**config.mk**
```make
export PLATFORM = sky130hd
export DESIGN_NAME = cmd_bus_arbiter
export DESIGN_NICKNAME = d
export VERILOG_FILES = /design/src/rtl/cmd_arb_pkg.sv /design/src/rtl/cmd_bus_arbiter_rr.sv /design/src/rtl/cmd_bus_arbiter.sv
export SDC_FILE = /design/constraint.sdc
export NUM_CORES = 1
export LEC_CHECK = 0
export BUFFER_PORTS_ARGS = -buffer_cell sky130_fd_sc_hd__buf_2
export CORE_AREA = 2 2 127 129
export CTS_CLUSTER_SIZE = 28
export DETAILED_ROUTE_END_ITERATION = 8
export DIE_AREA = 0 0 129 131
export PLACE_DENSITY = 0.78
export RECOVER_POWER = 50
export REMOVE_ABC_BUFFERS = 1
export SLEW_MARGIN = 0
export SYNTH_ARGS = -nofsm -noshare
export SYNTH_HDL_FRONTEND = slang
export SYNTH_SLANG_ARGS = --single-unit
```
**constraint.sdc**
```tcl
create_clock -name i_sysclk -period 3.2 [get_ports i_sysclk]
set_input_delay 0.64 -clock i_sysclk [delete_from_list [all_inputs] [get_ports i_sysclk]]
set_output_delay 0.64 -clock i_sysclk [all_outputs]
set_load 0.1 [all_outputs]
```
**src/rtl/cmd_arb_pkg.sv**
```systemverilog
// Shared types, constants and the round-robin pick function for the command-bus arbiter.
package cmd_arb_pkg;

  typedef enum logic [1:0] {
    StIdle,
    StIssue,
    StWait,
    StDone
  } arb_state_e;

  // Read data returned to a requester whose transaction timed out.
  localparam logic [31:0] CMD_ERR_RDATA = 32'hDEADBEEF;

  // The picker works on a fixed-width request vector; callers zero-extend.
  localparam int RR_MAX_REQ = 8;

  typedef struct packed {
    logic       valid;
    logic [2:0] idx;
  } rr_pick_t;

  // First set bit of req scanning upward from (last + 1) mod num, with wrap.
  function automatic rr_pick_t rr_pick(input logic [RR_MAX_REQ-1:0] req,
                                       input logic [2:0]            last,
                                       input logic [3:0]            num);
    rr_pick_t   res;
    logic [3:0] idx;
    res = '0;
    for (int i = 1; i <= RR_MAX_REQ; i++) begin
      idx = {1'b0, last} + 4'(i);
      if (idx >= num) idx = idx - num;
      if (!res.valid && (4'(i) <= num) && req[idx[2:0]]) begin
        res.valid = 1'b1;
        res.idx   = idx[2:0];
      end
    end
    return res;
  endfunction

endpackage

```
**src/rtl/cmd_bus_arbiter_rr.sv**
```systemverilog
// Combinational rotating-priority picker: lowest index after the last grantee wins.
module rr_arbiter
  import cmd_arb_pkg::*;
#(
  parameter int unsigned NUM_REQ = 4
) (
  input  logic [NUM_REQ-1:0]         i_req,
  input  logic [$clog2(NUM_REQ)-1:0] i_last,
  output logic [$clog2(NUM_REQ)-1:0] o_idx,
  output logic                       o_valid
);

  logic [RR_MAX_REQ-1:0] w_req_pad;
  rr_pick_t              w_pick;

  // Zero-extend the request vector onto the picker's fixed width and pick.
  always_comb begin
    w_req_pad              = '0;
    w_req_pad[NUM_REQ-1:0] = i_req;
    w_pick                 = rr_pick(w_req_pad, 3'(i_last), 4'(NUM_REQ));
  end

  assign o_idx   = ($clog2(NUM_REQ))'(w_pick.idx);
  assign o_valid = w_pick.valid;

endmodule

```
**src/rtl/cmd_bus_arbiter.sv**
```systemverilog
// Round-robin arbiter sharing one command-bus master between NUM_REQ requesters,
// with a single-cycle sel pulse per transaction and a no-ack timeout.
module cmd_bus_arbiter
  import cmd_arb_pkg::*;
#(
  parameter int unsigned NUM_REQ        = 4,
  parameter int unsigned ADDR_BITS      = 16,
  parameter int unsigned CMD_DATA_BITS  = 32,
  parameter int unsigned TIMEOUT_CYCLES = 16
) (
  input  logic                             i_sysclk,
  input  logic                             i_srst,
  input  logic [NUM_REQ-1:0]               i_req_sel,
  input  logic [NUM_REQ-1:0]               i_req_rd_wr_n,
  input  logic [NUM_REQ*ADDR_BITS-1:0]     i_req_byte_addr,
  input  logic [NUM_REQ*CMD_DATA_BITS-1:0] i_req_wdata,
  output logic [NUM_REQ-1:0]               o_req_ack,
  output logic [NUM_REQ-1:0]               o_req_err,
  output logic [CMD_DATA_BITS-1:0]         o_req_rdata,
  output logic                             o_cmd_sel,
  output logic                             o_cmd_rd_wr_n,
  output logic [ADDR_BITS-1:0]             o_cmd_byte_addr,
  output logic [CMD_DATA_BITS-1:0]         o_cmd_wdata,
  input  logic [CMD_DATA_BITS-1:0]         i_cmd_rdata,
  input  logic                             i_cmd_ack
);

  localparam int unsigned IDX_BITS = $clog2(NUM_REQ);
  localparam int unsigned TMR_BITS = $clog2(TIMEOUT_CYCLES);
  localparam logic [TMR_BITS-1:0] TMR_LAST = TMR_BITS'(TIMEOUT_CYCLES - 1);

  arb_state_e                 r_state, w_state_next;
  logic [IDX_BITS-1:0]        r_grant, w_grant_next;
  logic [IDX_BITS-1:0]        r_last_grant, w_last_grant_next;
  logic [TMR_BITS-1:0]        r_timer, w_timer_next;
  logic                       r_cmd_sel, w_cmd_sel_next;
  logic                       r_cmd_rd_wr_n, w_cmd_rd_wr_n_next;
  logic [ADDR_BITS-1:0]       r_cmd_byte_addr, w_cmd_byte_addr_next;
  logic [CMD_DATA_BITS-1:0]   r_cmd_wdata, w_cmd_wdata_next;
  logic [NUM_REQ-1:0]         r_req_ack, w_req_ack_next;
  logic [NUM_REQ-1:0]         r_req_err, w_req_err_next;
  logic [CMD_DATA_BITS-1:0]   r_req_rdata, w_req_rdata_next;

  logic [IDX_BITS-1:0]        w_pick_idx;
  logic                       w_pick_valid;

  rr_arbiter #(
    .NUM_REQ (NUM_REQ)
  ) u_rr_arbiter (
    .i_req   (i_req_sel),
    .i_last  (r_last_grant),
    .o_idx   (w_pick_idx),
    .o_valid (w_pick_valid)
  );

  // Next-state and next-output logic; sel/ack/err default low so they pulse for one cycle.
  always_comb begin
    w_state_next         = r_state;
    w_grant_next         = r_grant;
    w_last_grant_next    = r_last_grant;
    w_timer_next         = r_timer;
    w_cmd_sel_next       = 1'b0;
    w_cmd_rd_wr_n_next   = r_cmd_rd_wr_n;
    w_cmd_byte_addr_next = r_cmd_byte_addr;
    w_cmd_wdata_next     = r_cmd_wdata;
    w_req_ack_next       = '0;
    w_req_err_next       = '0;
    w_req_rdata_next     = r_req_rdata;
    unique case (r_state)
      StIdle: begin
        if (w_pick_valid) begin
          w_grant_next         = w_pick_idx;
          w_cmd_rd_wr_n_next   = i_req_rd_wr_n[w_pick_idx];
          w_cmd_byte_addr_next = i_req_byte_addr[int'(w_pick_idx)*ADDR_BITS +: ADDR_BITS];
          w_cmd_wdata_next     = i_req_wdata[int'(w_pick_idx)*CMD_DATA_BITS +: CMD_DATA_BITS];
          // Registered, so sel is visible exactly during the ISSUE cycle.
          w_cmd_sel_next       = 1'b1;
          w_state_next         = StIssue;
        end
      end
      StIssue: begin
        w_timer_next = '0;
        w_state_next = StWait;
      end
      StWait: begin
        // A real ack in the last WAIT cycle takes precedence over the timeout.
        if (i_cmd_ack) begin
          if (r_cmd_rd_wr_n) w_req_rdata_next = i_cmd_rdata;
          w_req_ack_next[r_grant] = 1'b1;
          w_state_next            = StDone;
        end else if (r_timer == TMR_LAST) begin
          w_req_ack_next[r_grant] = 1'b1;
          w_req_err_next[r_grant] = 1'b1;
          w_req_rdata_next        = CMD_DATA_BITS'(CMD_ERR_RDATA);
          w_state_next            = StDone;
        end else begin
          w_timer_next = r_timer + 1'b1;
        end
      end
      StDone: begin
        w_last_grant_next = r_grant;
        w_state_next      = StIdle;
      end
      default: w_state_next = StIdle;
    endcase
  end

  // State and output registers with synchronous reset; requester 0 gets first priority.
  always_ff @(posedge i_sysclk) begin
    if (i_srst) begin
      r_state         <= StIdle;
      r_grant         <= '0;
      r_last_grant    <= IDX_BITS'(NUM_REQ - 1);
      r_timer         <= '0;
      r_cmd_sel       <= 1'b0;
      r_cmd_rd_wr_n   <= 1'b0;
      r_cmd_byte_addr <= '0;
      r_cmd_wdata     <= '0;
      r_req_ack       <= '0;
      r_req_err       <= '0;
      r_req_rdata     <= '0;
    end else begin
      r_state         <= w_state_next;
      r_grant         <= w_grant_next;
      r_last_grant    <= w_last_grant_next;
      r_timer         <= w_timer_next;
      r_cmd_sel       <= w_cmd_sel_next;
      r_cmd_rd_wr_n   <= w_cmd_rd_wr_n_next;
      r_cmd_byte_addr <= w_cmd_byte_addr_next;
      r_cmd_wdata     <= w_cmd_wdata_next;
      r_req_ack       <= w_req_ack_next;
      r_req_err       <= w_req_err_next;
      r_req_rdata     <= w_req_rdata_next;
    end
  end

  assign o_req_ack       = r_req_ack;
  assign o_req_err       = r_req_err;
  assign o_req_rdata     = r_req_rdata;
  assign o_cmd_sel       = r_cmd_sel;
  assign o_cmd_rd_wr_n   = r_cmd_rd_wr_n;
  assign o_cmd_byte_addr = r_cmd_byte_addr;
  assign o_cmd_wdata     = r_cmd_wdata;

endmodule

```
==> results of run 1 <==
## registers in the layout, summed over array words and instances (netlist names)
signal,count
o_cmd_byte_addr,16
o_cmd_rd_wr_n,1
o_cmd_sel,1
o_cmd_wdata,32
o_req_ack,4
o_req_err,4
o_req_rdata,32
r_grant,2
r_last_grant,2
r_state,2
r_timer,4
## cell type report
class	count	area, um2	share of cell area
Antenna cell	1	2.50	0.000325
Sequential cell	100	2000	0.260
Timing Repair Buffer	340	1680	0.217
Clock inverter	6	60.1	0.00779
Multi-Input combinational cell	466	3340	0.434
Tap cell	216	270	0.0351
Inverter	31	116	0.0151
Clock buffer	10	239	0.0310
## per-stage QoR
step	setup TNS (ps)	hold WS [ps]	total power [uW]	std cells
detailed placement	0	441	7030	1153
CTS	0	451	8140	1169
finish	0	451	8020	1170
global placement	0	436	6960	1153
global route	0	470	8370	1169
floorplan	-71030	463	5910	597
## worst max path at each step
| stage | cells past startpoint | end | slack, ps | startpoint |
|---|---|---|---|---|
| 3_3_place_gp | 7 | o_cmd_wdata[14] | 360 | i_req_sel[0] |
| 2_1_floorplan | 8 | o_cmd_byte_addr[0] | -1340 | r_last_grant[0] |
| 4_1_cts | 8 | o_cmd_wdata[6] | 290 | r_last_grant[1] |
| 5_1_grt | 9 | o_cmd_wdata[8] | 80 | r_last_grant[0] |
| 3_5_place_dp | 8 | o_cmd_wdata[6] | 320 | r_last_grant[1] |
| 6_report | 8 | o_cmd_byte_addr[11] | 270 | r_last_grant[1] |
## worst reg2reg max path, stage by stage, from the launching register on
cell      delay (ps)
dfxtp_1          510
ha_1             390
mux2_4           360
o22a_1           190
a211o_2          390
nand2_2          110
buf_4            240
nand2_1          350
o211ai_1         300
## cells in the final DEF (no fill, tap or decap), drive strengths merged, types with 2 or more instances in the layout
master	instances
buf	257
dfxtp	100
clkbuf	93
nand2	74
mux2i	54
o211ai	51
nor2	39
and3	39
o21ai	38
a21boi	37
inv	35
a311oi	25
nand4	25
a21oi	17
mux2	15
nand3	9
ha	7
nand2b	5
a31oi	3
a211oi	3
a21o	2
a2bb2oi	2
nor3	2
clkinv	2
or2	2
o22ai	2
## metal layers
metal,track usage,wire length [um]
met1,0.249,7660
met3,0.0460,1110
met2,0.383,9770
met5,0,0
met4,0.0703,384
## cell families after synthesis
logic type / Yosys count / share of synthesized area
AO/OA/AOI/OAI: 188 / 0.264
adder cells (fa/ha/maj): 7 / 0.0152
buffers and inverters: 93 / 0.0769
flip-flops: 100 / 0.348
multiplexers: 70 / 0.128
AND/OR/NAND/NOR: 201 / 0.169
## report_power, final
group	switching, uW	total, uW	internal (uW)
registers	218	1850	1630
logic	3980	5070	1080
clock network	535	1110	572
==> impl_metrics.tcl, run 1 <==
set metrics [dict create \
    clock_latency_ps 360 \
    cpMaxStageDelayCell "dfxtp_1" \
    critPathTopFamily "compound AO/OA/AOI/OAI gates" \
    drive_gt1_frac 0.348 \
    die_w_um 129 \
    yosys_register_bits 100 \
    ys_seq_area_frac 0.348 \
    core_area_mm2 0.0156 \
    clock_skew_ps 10.3 \
    cts_tree "done" \
    hold_viol_final 0 \
    numCtsBuffers 9 \
    row_count 46 \
    arrival_ps 3190 \
    r2r_end "o_cmd_byte_addr[11]" \
    routedWlPerCell_um 16.2 \
    grt-ovfl-total 0 \
    path_class "reg -> reg" \
    ys_top_cells_by_area "dfxtp_1, mux2i_1, o211ai_2" \
    grt_antenna_before_repair 1 \
    final_cell_area_mm2 0.00771 \
    grt_max_degree 74 \
    synth_top_area_cell "dfxtp_1" \
    avgViaCountPerCell 5.17 \
    regToRegSetupSlack_ps 270 \
    final_util 0.494 \
    max_slew.worst_pin.slew_ps 1310 \
    final_nets 1190 \
    hold_start "o_req_rdata[29]" \
    dp_slack_ps 322 \
    first_pass_iters 4 \
    htree_levels 3 \
    synthCells 659 \
    first_global_vias 5514 \
    async_reset_ff_frac 0 \
    whs_path_depth 2 \
    cellLeakagePower_uw 0.00344 \
    cts_buffer_depth 2 \
    synth_common_cells "dfxtp_1, nand2_1, mux2i_1" \
    post_cts_buffers 0 \
    cts_root_buffer "clkbuf_16" \
    chipHeight_um 131 \
    die-area_mm2 0.0169 \
    fillers 1552 \
    vias 6050 \
    yosysWarnings 0 \
    holdPathEnd "o_req_rdata[29]" \
    yosysMostFrequentCell "dfxtp_1" \
    gp_congestion 0.841 \
    end_kind "register" \
    r2r_cells 8 \
    status "finished, final reports clean" \
    areaGrowthSynthToFinish_pct 33.8 \
    min_period_over_period 0.915 \
    holdCritPathClass "reg -> reg" \
    placed_cell_area_mm2 0.00751 \
    synthDistinctLibCells 55 \
    worst_setup_path_start_kind "register" \
    initial_utilization 0.369 \
    synthFlopType "dfxtp_1" \
    drt-initial-drc-count 332 \
    setup-violations-final 0 \
    fmax_mhz 342 \
    crit_required_ps 3470 \
    cts_hold_buffers 0 \
    ant_nets 0 \
    wirelength_um 18900 \
    boundaryPins 325 \
    slew_headroom 0.131 \
    avgSynthCellArea_um2 8.74 \
    critPathBufInv 1 \
    syn-cell-area_mm2 0.00576 \
    timing.final.ws_setup_ps 273 \
    synth_top_cell_area_share 0.348 \
    slowest_delay_ps 510 \
    path_max_fanout 12 \
    slew_viol_final 0 \
    cts.sinks 100 \
    port_buffers 324 \
    grt_pass1_wl_um 28000 \
    cellPowerDensity_mw_per_mm2 1040 \
    hpwl_um 14200 \
    post-route-min-period_ps 2930 \
    clkSlewWorstSetupHoldPaths_ps 70 \
    track_usage 0.212 \
    synth_edf_count 0 \
    drv_cap 0 \
    crit_path_cell_trace "ha_1 -> mux2_4 -> o22a_1 -> a211o_2 -> nand2_2 -> buf_4 -> nand2_1 -> o211ai_1" \
    post_cts_resized 0 \
    drc 0 \
    rsz0062_at_grt "no" \
    ir_drop_uv 620 \
    reg2reg_from "r_last_grant[1]" \
]
Power figures use the tool's default switching activity.
==> inputs of run 2 (changes only) <==
Settings changed: ABC_AREA from default to 1, CORE_AREA 2 2 127 129 to 2 2 126 128, DIE_AREA 0 0 129 131 to 0 0 128 130, PLACE_DENSITY 0.78 to 0.81.
==> run 2 against run 1 <==
Effect of this change: the flow now finishes with violations (max-capacitance violations, max-slew violations); core utilization increased by 1.5 points; global-route usage increased by 0.83 points; clock-buffer cell count increased by 2; clock power about the same; first-iteration DRC count decreased by 19%.
==> impl_metrics.tcl, run 2 <==
set metrics [dict create \
    max_slew.worst_pin.slew_ps 2290 \
    first_pass_iters 4 \
    cts_tree "done" \
    placed_cell_area_mm2 0.00766 \
    synth_top_family_by_area "simple AND/OR/NAND/NOR gates" \
    slew_headroom -0.528 \
    diodes 0 \
    clock_latency_ps 350 \
    rsz0062_at_grt "no" \
    wirelength_um 19200 \
    mostFrequentLayoutCell "nand2_1" \
    final_cell_mix "nand2_1, buf_2, inv_1, dfxtp_1, clkbuf_1" \
    netSwitchingFraction 0.587 \
    cts_buffer_depth 2 \
    met1_length_um 8110 \
    synth_common_cells "nand2_1, inv_1, dfxtp_1" \
    chipHeight_um 130 \
    min_period_over_period 0.859 \
    setup-violations-final 0 \
    synthDistinctLibCells 32 \
    post_cts_buffers 0 \
    avgSynthCellArea_um2 6.14 \
    p_seq_frac 0.210 \
    path_class "in -> reg" \
    drv_cap 1 \
    synthCells 975 \
    row_count 46 \
    clock_power_share 0.136 \
    clock_skew_ps 8.95 \
    synth_top_cell_area_share 0.334 \
    cellPowerDensity_mw_per_mm2 1040 \
    core_area_mm2 0.0154 \
    final_nets 1504 \
    wl_met3_um 1430 \
    synth_fa_ha_area_frac 0.0146 \
    synth_xor_area_frac 0 \
    crit_required_ps 3440 \
    cts_hold_buffers 0 \
    grt_max_degree 78 \
    drt-initial-drc-count 270 \
    synth_top_area_cell "dfxtp_1" \
    cts.sinks 100 \
    post-route-min-period_ps 2750 \
    ir_drop_uv 416 \
    power_switching_uw 4820 \
    vias 7214 \
    whs_ps 463 \
    track_usage 0.220 \
    worst_setup_path_start_kind "primary input" \
    wl_met2_um 9250 \
    regToRegSetupSlack_ps 510 \
    die_w_um 128 \
    drive_gt1_frac 0.228 \
    cellLeakagePower_uw 0.00426 \
    synth_mux_area_frac 0 \
    dp_slack_ps 520 \
    timing.final.ws_setup_ps 450 \
    path_max_fanout 50 \
    port_buffers 324 \
    areaGrowthSynthToFinish_pct 31.1 \
    async_reset_ff_frac 0 \
    grt_antenna_before_repair 0 \
    gp_congestion 0.808 \
    ant_nets 0 \
    grt-ovfl-total 0 \
    final_cell_area_mm2 0.00785 \
    arrival_ps 2990 \
    post_cts_resized 0 \
    ys_seq_area_frac 0.334 \
    dp_cells 1443 \
    grt_pass1_wl_um 29300 \
    end_kind "register" \
    yosysWarnings 0 \
    hold_viol_final 0 \
    first_global_vias 6158 \
    die-area_mm2 0.0166 \
    clkSlewWorstSetupHoldPaths_ps 70 \
    final_util 0.509 \
    finalNonFillerCells 1459 \
    dr.max_layer_used "met4" \
    routedWlPerCell_um 13.2 \
    holdCritPathClass "reg -> reg" \
    avgViaCountPerCell 4.94 \
    status "complete, but fails checks" \
    synth_compound_area_frac 0.109 \
    synth_edf_count 0 \
    violations "max-capacitance violations, max-slew violations" \
    fmax_mhz 364 \
    yosys.area_share.simple 0.407 \
    slew_viol_final 51 \
    cts_root_buffer "clkbuf_16" \
    drc 0 \
    synthFlopType "dfxtp_1" \
    p_int_uw 3390 \
    ys_top_cells_by_area "dfxtp_1, nand2_1, inv_1" \
    hpwl_um 14400 \
    yosys_register_bits 100 \
    syn-cell-area_mm2 0.00599 \
    p_comb_frac 0.654 \
    boundaryPins 325 \
    initial_utilization 0.388 \
    yosysMostFrequentCell "nand2_1" \
    htree_levels 3 \
    numCtsBuffers 9 \
]
==> run 2: cells by family after synthesis <==
logic type | Yosys count
AOI/OAI and AO/OA | 116
adders and majority gates | 7
buffers and inverters | 191
DFF | 100
and+or+nand+nor | 561
==> run 2: power groups by stage <==
stage               clock network (uW)  logic, uW  registers [uW]
floorplan                            0       2370            3560
global placement                     0       5390            1730
detailed placement                   0       5430            1740
CTS                               1150       5450            1720
global route                      1190       5870            1760
finish                            1120       5360            1720
==> run 2: final cells by class <==
cell class	count	area, um2
fillers	1601	7570
inverters	126	480
clock inverters	4	55.1
clock buffers	12	246
multi-input cells	684	3180
repair buffers	341	1650
well taps	192	240
flip-flops and latches	100	2000
==> run 2: path summary, 6_finish.rpt <==
kind / start / cells after the start / endpoint
hold reg to reg: o_req_rdata[19] / 2 / o_req_rdata[19]
hold / removal: o_req_rdata[19] / 2 / o_req_rdata[19]
setup reg to reg: r_last_grant[0] / 11 / r_state[0]
setup / recovery: i_srst / 5 / o_req_err[1]
==> run 2: through the flow <==
step	TNS [ps]	total power [uW]
after floorplan	-12370	5930
after global placement	0	7120
after global routing	0	8820
final	0	8200
after CTS	0	8310
after detailed placement	0	7180
==> run 2: worst max-delay path, cell delays in order <==
cell and delay (ps):
clkbuf_1 180, clkbuf_1 1670, nor2_1 190, nand3_1 250
nor2_1 60
==> run 2: metal layers <==
layer  track usage  vias up
met5             0        -
met2         0.397      338
li1              -     3680
met3        0.0390       32
met1         0.260     3164
met4        0.0866        0
==> inputs of run 3 (changes only) <==
Clock period 3.2 ns to 2.9 ns, I/O delays scaled along.
==> run 3 against run 2 <==
Effect of this change: the run now ends clean; clock power up 6%; worst setup slack lost 14 ps; sequential cell count unchanged; wire length barely moved; critical path type is now reg -> reg; largest cell class unchanged; highest routed layer unchanged.
==> impl_metrics.tcl, run 3 (same netlist as run 2, synthesis figures left out) <==
set metrics [dict create \
    arrival_ps 2760 \
    cts_buffer_depth 2 \
    slowest_delay_ps 410 \
    reg2reg_from "r_last_grant[0]" \
    final_nets 1505 \
    htree_levels 3 \
    grt_antenna_before_repair 0 \
    ant_nets 0 \
    whs_path_depth 2 \
    cts_hold_buffers 0 \
    drive_gt1_frac 0.230 \
    cellPowerDensity_mw_per_mm2 1150 \
    first_pass_iters 4 \
    first_global_vias 5980 \
    drc 0 \
    routedWlPerCell_um 13.2 \
    avgViaCountPerCell 4.83 \
    boundaryPins 325 \
    final_cell_mix "nand2_1, buf_2, inv_1, dfxtp_1, clkbuf_1" \
    dr.max_layer_used "met4" \
    cts_tree "done" \
    grt-ovfl-total 0 \
    row_count 46 \
    met1_length_um 7820 \
    post-route-min-period_ps 2460 \
    grt_pass1_wl_um 28900 \
    fmax_mhz 406 \
    wl_met2_um 9340 \
    hold_start "o_req_rdata[21]" \
    finalNonFillerCells 1460 \
    grt_max_degree 97 \
    gp_congestion 0.889 \
    track_usage 0.218 \
    slew_viol_final 0 \
    clock_skew_ps 7.92 \
    numCtsBuffers 9 \
    path_max_fanout 22 \
    chipHeight_um 130 \
    drt-initial-drc-count 282 \
    hpwl_um 14300 \
    port_buffers 324 \
    hold_viol_final 0 \
    path_class "reg -> reg" \
    die_w_um 128 \
    end_kind "register" \
    wirelength_um 19200 \
    cpMaxStageDelayCell "dfxtp_1" \
    min_period_over_period 0.850 \
    drv_cap 0 \
    r2r_cells 15 \
    worst_setup_path_start_kind "register" \
    path_common_cell "nand2_1" \
    max_slew.worst_pin.slew_ps 1260 \
    setup-violations-final 0 \
    crit_path_cell_trace "inv_6 -> ha_1 -> inv_1 -> nand3_1 -> nand2_1 -> nor2_4 -> nand3_4 -> nand2_4 -> inv_4 -> nand2_4 -> inv_2 -> nand2_1 -> nand2_1 -> nand2_1 -> nand2_1" \
    wl_met3_um 1510 \
    post_cts_buffers 0 \
    holdPathEnd "o_req_rdata[21]" \
    timing.final.ws_setup_ps 436 \
    clock_latency_ps 350 \
    final_util 0.510 \
    slew_headroom 0.163 \
    cellLeakagePower_uw 0.00427 \
    critPathBufInv 4 \
    r2r_end "o_cmd_wdata[29]" \
    clkSlewWorstSetupHoldPaths_ps 70 \
    die-area_mm2 0.0166 \
    crit_required_ps 3190 \
    holdCritPathClass "reg -> reg" \
    initial_utilization 0.388 \
    status "finished, final reports clean" \
    dp_slack_ps 439 \
    cts_root_buffer "clkbuf_16" \
    regToRegSetupSlack_ps 440 \
    areaGrowthSynthToFinish_pct 31.4 \
    dp_cells 1444 \
    diodes 0 \
    mostFrequentLayoutCell "nand2_1" \
    post_cts_resized 0 \
    rsz0062_at_grt "no" \
    critPathTopFamily "simple AND/OR/NAND/NOR gates" \
    ir_drop_uv 531 \
    core_area_mm2 0.0154 \
    cts.sinks 100 \
    vias 7056 \
]
[run 3: worst max path at each step]
stage                    startpoint  depth (start not counted)                  to  slack (ps)
detailed placement  r_last_grant[0]                         15     o_cmd_wdata[29]         440
global placement    r_last_grant[0]                         15     o_cmd_wdata[11]         540
finish              r_last_grant[0]                         15     o_cmd_wdata[29]         440
floorplan           r_last_grant[0]                         11  o_cmd_byte_addr[3]        -620
global route        r_last_grant[0]                         15     o_cmd_wdata[28]         170
CTS                 r_last_grant[0]                         14     o_cmd_wdata[29]         420
[run 3: per-stage QoR]
step                total power, uW  area [um2]  setup TNS, ps  hold slack [ps]
global placement               7880        7680              0              450
global route                   9730        7870              0              465
detailed placement             7950        7680              0              454
CTS                            9170        7980              0              461
floorplan                      6550        5660         -31600              451
finish                         9030        7870              0              463
[run 3: layer usage]
metal / GRT usage / vias up
met1: 0.252 / 3069
met5: 0 / -
li1: - / 3679
met2: 0.387 / 269
met3: 0.0463 / 39
met4: 0.103 / 0
[run 3: tightest hold or removal path, delay by kind of cell (launching register included)]
family	cells	cell delay, ps
flops	1	310
simple gates	1	60
compound gates	1	50
[run 3: report_power, final]
| group | total (uW) | switching [uW] | leakage [uW] | internal, uW |
|---|---|---|---|---|
| Combinational | 5950 | 4610 | 0.00330 | 1330 |
| Clock | 1190 | 548 | 0.000148 | 642 |
| Sequential | 1900 | 179 | 0.000820 | 1720 |
| Total | 9030 | 5340 | 0.00427 | 3690 |
[run 3: area by class of cell]
class                      count  area [um2]
multi-input combinational    684        3180
clock inverter                 5        42.5
sequential                   100        2000
clock buffer                  11         253
inverter                     126         480
tap                          192         240
fill                        1587        7560
timing repair buffer         342        1670
